==> src/rtl/sipo_frame_ctrl.sv <==
// Serial-in/parallel-out framing controller: counts gated serial bits into frames
// of programmable length, right-aligns each frame into a one-word valid/ready buffer.
module sipo_frame_ctrl #(
  parameter int DATA_WIDTH = 32,
  parameter int CNT_WIDTH  = 6
) (
  input  logic                  clk,
  input  logic                  rst,
  input  logic                  i_start,
  input  logic                  i_stop,
  input  logic [CNT_WIDTH-1:0]  i_frame_len,
  input  logic                  i_dir,
  input  logic                  i_din,
  input  logic                  i_din_valid,
  output logic [DATA_WIDTH-1:0] o_dout,
  output logic                  o_dout_valid,
  input  logic                  i_dout_ready,
  output logic                  o_busy,
  output logic [CNT_WIDTH-1:0]  o_bit_cnt,
  output logic                  o_overflow
);
  typedef enum logic [1:0] {S_IDLE, S_SHIFT, S_HOLD} state_t;

  localparam logic [CNT_WIDTH-1:0] DW_CNT = CNT_WIDTH'(DATA_WIDTH);

  state_t                r_state, w_state_nxt;
  logic [DATA_WIDTH-1:0] r_sreg, w_sreg_nxt;
  logic [CNT_WIDTH-1:0]  r_cnt, w_cnt_nxt;
  logic [CNT_WIDTH-1:0]  r_len, w_len_nxt;
  logic                  r_dir, w_dir_nxt;
  logic [DATA_WIDTH-1:0] r_dout, w_dout_nxt;
  logic                  r_dout_valid, w_dout_valid_nxt;
  logic                  r_ovf, w_ovf_nxt;

  logic                  w_drain;
  logic [DATA_WIDTH-1:0] w_shifted;
  logic [CNT_WIDTH-1:0]  w_cnt_inc;
  logic [CNT_WIDTH-1:0]  w_len_eff;

  // Left mode keeps the newest len bits at the bottom; right mode has them at the top.
  function automatic logic [DATA_WIDTH-1:0] f_align(input logic [DATA_WIDTH-1:0] s,
                                                   input logic [CNT_WIDTH-1:0]  len,
                                                   input logic                  rdir);
    logic [DATA_WIDTH-1:0] mask;
    mask = ~({DATA_WIDTH{1'b1}} << len);
    if (rdir) f_align = s >> (DATA_WIDTH - int'(len));
    else      f_align = s & mask;
  endfunction

  assign w_drain   = r_dout_valid & i_dout_ready;
  assign w_shifted = r_dir ? {i_din, r_sreg[DATA_WIDTH-1:1]} : {r_sreg[DATA_WIDTH-2:0], i_din};
  assign w_cnt_inc = r_cnt + CNT_WIDTH'(1);
  assign w_len_eff = (i_frame_len == '0 || i_frame_len > DW_CNT) ? DW_CNT : i_frame_len;

  always_comb begin
    w_state_nxt      = r_state;
    w_sreg_nxt       = r_sreg;
    w_cnt_nxt        = r_cnt;
    w_len_nxt        = r_len;
    w_dir_nxt        = r_dir;
    w_dout_nxt       = r_dout;
    w_dout_valid_nxt = r_dout_valid & ~w_drain;
    w_ovf_nxt        = r_ovf;
    unique case (r_state)
      S_IDLE: begin
        if (i_start && !i_stop) begin
          w_state_nxt = S_SHIFT;
          w_len_nxt   = w_len_eff;
          w_dir_nxt   = i_dir;
          w_sreg_nxt  = '0;
          w_cnt_nxt   = '0;
          w_ovf_nxt   = 1'b0;
        end
      end
      S_SHIFT: begin
        if (i_stop) begin
          w_state_nxt = S_IDLE;
          w_cnt_nxt   = '0;
        end else if (i_din_valid) begin
          w_sreg_nxt = w_shifted;
          w_cnt_nxt  = w_cnt_inc;
          if (w_cnt_inc == r_len) begin
            if (!r_dout_valid || w_drain) begin
              w_dout_nxt       = f_align(w_shifted, r_len, r_dir);
              w_dout_valid_nxt = 1'b1;
              w_cnt_nxt        = '0;
            end else begin
              w_state_nxt = S_HOLD;
            end
          end
        end
      end
      S_HOLD: begin
        if (i_stop) begin
          w_state_nxt = S_IDLE;
          w_cnt_nxt   = '0;
        end else begin
          if (i_din_valid) w_ovf_nxt = 1'b1;
          if (w_drain) begin
            w_dout_nxt       = f_align(r_sreg, r_len, r_dir);
            w_dout_valid_nxt = 1'b1;
            w_cnt_nxt        = '0;
            w_state_nxt      = S_SHIFT;
          end
        end
      end
      default: w_state_nxt = S_IDLE;
    endcase
  end

  always_ff @(posedge clk or posedge rst) begin
    if (rst) begin
      r_state      <= S_IDLE;
      r_sreg       <= '0;
      r_cnt        <= '0;
      r_len        <= '0;
      r_dir        <= 1'b0;
      r_dout       <= '0;
      r_dout_valid <= 1'b0;
      r_ovf        <= 1'b0;
    end else begin
      r_state      <= w_state_nxt;
      r_sreg       <= w_sreg_nxt;
      r_cnt        <= w_cnt_nxt;
      r_len        <= w_len_nxt;
      r_dir        <= w_dir_nxt;
      r_dout       <= w_dout_nxt;
      r_dout_valid <= w_dout_valid_nxt;
      r_ovf        <= w_ovf_nxt;
    end
  end

  assign o_dout       = r_dout;
  assign o_dout_valid = r_dout_valid;
  assign o_busy       = (r_state != S_IDLE);
  assign o_bit_cnt    = r_cnt;
  assign o_overflow   = r_ovf;
endmodule

==> config.mk <==
export PLATFORM = sky130hd
export DESIGN_NAME = sipo_frame_ctrl
export DESIGN_NICKNAME = d
export VERILOG_FILES = /design/src/rtl/sipo_frame_ctrl.sv
export SDC_FILE = /design/constraint.sdc
export NUM_CORES = 1
export LEC_CHECK = 0
export ABC_AREA = 1
export CAP_MARGIN = 10
export CORE_ASPECT_RATIO = 0.9
export CORE_MARGIN = 1
export CORE_UTILIZATION = 40
export DETAILED_ROUTE_END_ITERATION = 7
export GPL_TIMING_DRIVEN = 0
export PLACE_DENSITY = 0.57
export SLEW_MARGIN = 10
export SYNTH_ARGS = -nofsm -noshare
export SYNTH_HDL_FRONTEND = slang
export SYNTH_SLANG_ARGS = --single-unit
export TNS_END_PERCENT = 100
==> constraint.sdc <==
create_clock -name clk -period 4.7 [get_ports clk]
set_clock_uncertainty 0.1 [all_clocks]
set_input_delay 0.47 -clock clk [delete_from_list [all_inputs] [get_ports clk]]
set_output_delay 0.47 -clock clk [all_outputs]
set_load 0.01 [all_outputs]
==> run summary, run 1 <==
Setup Viol. Count Final -> 0
Die area -> 21620 sq um
Worst Path Max Fanout -> 10
Hold buffers post-CTS -> 0
Cell taking the most area after synthesis -> nand3_1
Root Driver -> clkbuf_16
Met1 usage -> 57.59%
Worst setup SP type -> flop
# DRC -> 0
Drt first pass iters -> 8
Worst setup startpoint -> r_len[0]
GPL Wtd Cong -> 1.094
Port buffer count -> 54
Core area -> 20290 sq um
Mapped Cells -> 1377
Routing usage on met3 -> 12.39%
WP data arrival -> 4.63 ns
RSZ-0062 raised after global routing -> false
Layout cells sized above 1 -> 6.985%
Worst-Margin Slew -> 1.040 ns
Tightest slew margin relative to the limit -> 29.92%
Setup Fix Bufs, Post-CTS -> 0
Routed vias -> 11120
DRT iter0 DRCs -> 1777
Buf/Inv on CP -> 7
Area growth syn-to-layout -> 14.59%
CTS Sinks -> 81
#FFs+latches synth -> 81
Reg2reg end -> o_dout[2]
Vias per cell -> 6.442
Top_reg_cell synth -> dfrtp_1
Latest clock arrival within the worst-skew pair -> 0.36 ns
Critical Path Max Stage Delay -> 0.68 ns
Met2 Use GR -> 60.93%
Largest net degree at the start of global routing -> 64
Utilization after layout -> 47.52%
Worst-path cell chain -> buf_2 -> inv_2 -> buf_1 -> ha_1 -> buf_2 -> inv_1 -> buf_2 -> buf_1 -> nand3_1 -> nand3_1 -> nand3_1 -> nand3_1 -> nand3_1 -> nand3_1 -> nand2_1 -> nand2_1 -> nand2_1
WS Path Type -> reg2reg
Fin. max-slew vios -> 0
First-pass GRT wire length -> 67310 um
Fmax achieved -> 0.2234 GHz
Reg2Reg Launch Point -> r_len[0]
Status -> complete, no violations
GR Util All Layers -> 43.13%
Synth Warn # -> 0
Diode count -> 0
Crit share post-route -> 95.26%
Syn Area/Cell -> 6.112 sq um
Post-CTS Resized -> 0
TritonCTS clock tree -> done
Final Hold Fails -> 0
Seq/Total Area, Yosys -> 24.09%
CTS buffer count -> 9
Antenna violations before repair -> 1
Most heavily used metal layer in global routing -> met2
EDFF count, synth -> 0
Clk slew on worst S/H paths -> 0.07 ns
Syn Std Cell Area -> 8416 sq um
Post-Route WL -> 45750 um
Cell repeated most along the worst path -> nand3_1
Die Wd -> 154.9 um
Post-DP HPWL -> 36580 um
Hold WC Path Type -> in2async
Critical path's top delay family -> buffers and inverters
Synth top area cells -> nand3_1, dfrtp_1, nand2_1
Die H -> 139.6 um
Yosys top cell area share -> 32.23%
Post-route setup TNS -> 0 ns
GR Overflow Total -> 0
R2R depth -> 17
Async SR Flop Fraction -> 100.0%
Effective utilization at floorplan -> 41.47%
Maxcap violations -> 0
WP data required -> 4.85 ns
Post-route minimum period -> 4.477 ns
WL/cell -> 26.51 um
FF-to-FF setup slack -> 0.22 ns
Critical Path Slowest Stage Cell -> buf_1
Vias in the first global route -> 10330
I/O pin cnt -> 55
Clock Path Buffers -> 2
Critical Path End Type -> flop
Synthesized netlist net count -> 1400
CTS H-tree depth -> 3
Row count -> 49
Layout Nets -> 1466
Worst hold slack -> 0.3053 ns
Cell variety after synth -> 48
Post-route ant nets -> 0
## registers in the layout (all words and copies together), names as in the netlist
| signal | flops |
|---|---|
| o_dout | 32 |
| o_overflow | 1 |
| o_dout_valid | 1 |
| o_bit_cnt | 6 |
| r_len | 6 |
| r_sreg | 32 |
| r_state | 2 |
| r_dir | 1 |
## worst max path at each step
| stage | to | slack, ns | depth (start not counted) |
|---|---|---|---|
| floorplan | o_dout[0] | 1.97 | 17 |
| global placement | o_dout[6] | 0.46 | 17 |
| detailed placement | o_dout[6] | 0.43 | 17 |
| CTS | o_dout[6] | 0.40 | 17 |
| global route | o_dout[2] | 0.08 | 17 |
| finish | o_dout[2] | 0.22 | 17 |
## cells by family after synthesis
group,after synthesis,synth area share [%]
buf+inv,196,10.65
xor+xnor,7,0.9516
simple gates,891,49.99
fa+ha+maj,9,1.338
compound gates,193,12.99
flops,81,24.09
## worst reg2reg max path: stages (launching register included)
cell and delay, ns:
dfrtp_1 0.38, buf_2 0.18, inv_2 0.25, buf_1 0.69
ha_1 0.39, buf_2 0.19, inv_1 0.10, buf_2 0.21
buf_1 0.60, nand3_1 0.27, nand3_1 0.14, nand3_1 0.10
nand3_1 0.28, nand3_1 0.16, nand3_1 0.12, nand2_1 0.05
nand2_1 0.10, nand2_1 0.05
## final cells by class
| type | instances | area (sq um) |
|---|---|---|
| multi-input cells | 1100 | 5493 |
| well taps | 280 | 350.3 |
| clock buffers | 9 | 225.2 |
| repair buffers | 55 | 568.0 |
| inverters | 87 | 329.1 |
| clock inverters | 5 | 81.33 |
| plain buffers | 109 | 569.3 |
| flip-flops and latches | 81 | 2027 |
| fillers | 2202 | 10650 |
## routing by layer
layer,wire [um],share of wire (%)
met1,18330,40
met2,18290,40
met3,5816,13
met4,3302,7.2
met5,12,0.026
## metrics by stage
step	std cells	cell area, sq um	setup slack (ns)
after floorplan	1377	8416	1.971
after global placement	1711	9306	0.4583
after detailed placement	1712	9336	0.4307
after CTS	1726	9643	0.4033
after global routing	1726	9643	0.08053
final	1726	9643	0.2230
## cell usage after synthesis (all sizes together) (4+ instances only)
| master | instances |
|---|---|
| dfrtp | 81 |
| a31oi | 4 |
| a2111oi | 4 |
| inv | 86 |
| clkbuf | 32 |
| nor2 | 64 |
| ha | 9 |
| or2 | 4 |
| o22ai | 4 |
| o21ai | 116 |
| a21oi | 38 |
| xor2 | 7 |
| nand3 | 551 |
| buf | 77 |
| o211ai | 11 |
| nand2 | 255 |
| nand4 | 10 |
| a221oi | 4 |
## cell usage in the layout, fill, tap and decap left out, drive strengths merged, types with 7 or more instances in the layout
cell           synthesis  layout
nand3                551     551
nand2                255     255
o21ai                116     116
inv                   86      87
dfrtp                 81      81
buf                   77      78
nor2                  64      64
clkdlybuf4s50          0      54
clkbuf                32      41
a21oi                 38      38
o211ai                11      11
nand4                 10      10
ha                     9       9
xor2                   7       7
Power of run 1 is left out: the tool's default activity adds up to more than one toggle a clock period on the data nets, which glitch-free logic cannot reach.
==> run 2: changes to the inputs <==
--- a/config.mk
+++ b/config.mk
@@ -7,8 +7,7 @@
 export LEC_CHECK = 0
 export ABC_AREA = 1
 export CAP_MARGIN = 10
-export CORE_ASPECT_RATIO = 0.9
-export CORE_MARGIN = 1
+export CORE_ASPECT_RATIO = 1.25
 export CORE_UTILIZATION = 40
 export DETAILED_ROUTE_END_ITERATION = 7
 export GPL_TIMING_DRIVEN = 0
==> run summary, run 2 (synthesis results as in run 1) <==
Status -> complete, no violations
First-pass GRT wire length -> 70050 um (+4.1%)
GPL Wtd Cong -> 1.004 (-8.2%)
Die Wd -> 131.7 um (-15%)
CTS Sinks -> 81 (unchanged)
WS Path Type -> reg2reg
Final Hold Fails -> 0 (unchanged)
Critical path's top delay family -> buffers and inverters
Most common cell after layout, fill and taps aside -> nand3_1
GR Util All Layers -> 45.25% (+2.1 points)
Most frequent cells in the layout -> nand3_1, nand2_1, o21ai_0, dfrtp_1, inv_1
Hold buffers post-CTS -> 0 (unchanged)
Cell repeated most along the worst path -> nand3_1
Placed Area -> 9328 sq um (about the same)
Worst-path cell chain -> buf_2 -> inv_2 -> buf_1 -> ha_1 -> buf_2 -> inv_1 -> buf_2 -> buf_1 -> nand3_1 -> nand3_1 -> nand3_1 -> nand3_1 -> nand3_1 -> nand3_1 -> nand2_1 -> nand2_1 -> nand2_1
Fin. max-slew vios -> 0 (unchanged)
Die area -> 21630 sq um (about the same)
Die H -> 164.2 um (+18%)
Layout cells sized above 1 -> 7.586% (+0.60 points)
Core area -> 20390 sq um (+0.49%)
DRT iter0 DRCs -> 1683 (-5.3%)
Largest net degree at the start of global routing -> 63 (-1.6%)
Final WS setup -> 0.1561 ns (-0.06689 ns)
Worst setup SP type -> flop
Maxcap violations -> 0 (unchanged)
Setup Fix Bufs, Post-CTS -> 0 (unchanged)
Hold WC Path Type -> in2async
Row count -> 58 (+18%)
Port buffer count -> 54 (unchanged)
Area growth syn-to-layout -> 15.03%
Post-DP HPWL -> 36850 um (+0.74%)
Clock Path Buffers -> 2 (unchanged)
Design Area, Final -> 9681 sq um (+0.39%)
Buf/Inv on CP -> 7 (unchanged)
CTS buffer count -> 9 (unchanged)
# DRC -> 0 (unchanged)
Critical Path Max Stage Delay -> 0.68 ns (about the same)
Antenna violations before repair -> 0 (-1)
CTS H-tree depth -> 3 (unchanged)
Drt first pass iters -> 8 (unchanged)
Filler cells -> 2228 (+1.2%)
TritonCTS clock tree -> done
Effective utilization at floorplan -> 41.27% (-0.20 points)
Latest clock arrival within the worst-skew pair -> 0.37 ns (about the same)
Post-route setup TNS -> 0 ns (unchanged)
Post-route ant nets -> 0 (unchanged)
Layout Nets -> 1468 (+0.14%)
Setup Viol. Count Final -> 0 (unchanged)
Crit share post-route -> 96.68% (+1.4 points)
I/O pin cnt -> 55 (unchanged)
Root Driver -> clkbuf_16
Tightest slew margin relative to the limit -> 23.82% (-6.1 points)
Worst-Margin Slew -> 1.131 ns (+0.09058 ns)
Setup Slack @ Placement -> 0.5468 ns (+0.1160 ns)
Clk slew on worst S/H paths -> 0.08 ns (about the same)
WP data arrival -> 4.70 ns (+0.07 ns)
Critical Path Slowest Stage Cell -> buf_1
Post-route minimum period -> 4.544 ns (+0.06689 ns)
Routed vias -> 11180 (+0.53%)
WP data required -> 4.85 ns (about the same)
Worst Path Max Fanout -> 10 (unchanged)
Vias per cell -> 6.499 (+0.88%)
RSZ-0062 raised after global routing -> false
FF-to-FF setup slack -> 0.16 ns (-0.07 ns)
WL/cell -> 27.71 um (+4.6%)
Fmax achieved -> 0.2201 GHz (-1.5%)
Critical Path End Type -> flop
Vias in the first global route -> 10500 (+1.7%)
Post-Route WL -> 47670 um (+4.2%)
Diode count -> 0 (unchanged)
GR Overflow Total -> 0 (unchanged)
==> run 2: final timing paths <==
check                           depth (start not counted)       from    endpoint
min in group clk                                        2  o_dout[3]   o_dout[3]
max in group asynchronous                               3        rst   r_sreg[4]
worst max-delay path                                   17   r_len[0]   o_dout[2]
worst min register to register                          2  o_dout[3]   o_dout[3]
worst min-delay path                                    2        rst  o_dout[24]
worst max register to register                         17   r_len[0]   o_dout[2]
==> run 2: area by class of cell <==
type | instances | area (sq um) | share of cell area [%]
multi-input combinational | 1100 | 5512 | 56.93
sequential | 81 | 2027 | 20.94
timing repair buffer | 57 | 583.1 | 6.023
buffer | 109 | 571.8 | 5.907
tap | 270 | 337.8 | 3.490
inverter | 87 | 329.1 | 3.399
clock buffer | 9 | 225.2 | 2.326
clock inverter | 7 | 95.09 | 0.9823
==> run 2: per-stage QoR <==
| step | util [%] | cells | hold slack (ns) |
|---|---|---|---|
| after global placement | 45.58 | 1701 | 0.3683 |
| after global routing | 47.47 | 1720 | 0.3286 |
| final | 47.47 | 1720 | 0.3045 |
| after detailed placement | 45.74 | 1702 | 0.3646 |
| after floorplan | - | 1377 | 0.4142 |
| after CTS | 47.31 | 1718 | 0.3092 |
==> run 2: per-layer routing <==
metal / share of wire, % / global-route usage, % / up-vias
met3: 11 / 13.64 / 222
met1: 37 / 53.92 / 5232
met2: 42 / 68.42 / 780
li1: - / - / 4944
met4: 9.8 / 34.88 / 0
met5: 0 / 0 / -
==> run 2: timing repair <==
| item | in CTS | in global routing |
|---|---|---|
| endpoints found under the hold margin | 0 | 0 |
| resized for setup | 0 | 2 |
| endpoints found under the setup margin | 0 | 1 |
Power of run 2 is left out for the same reason.
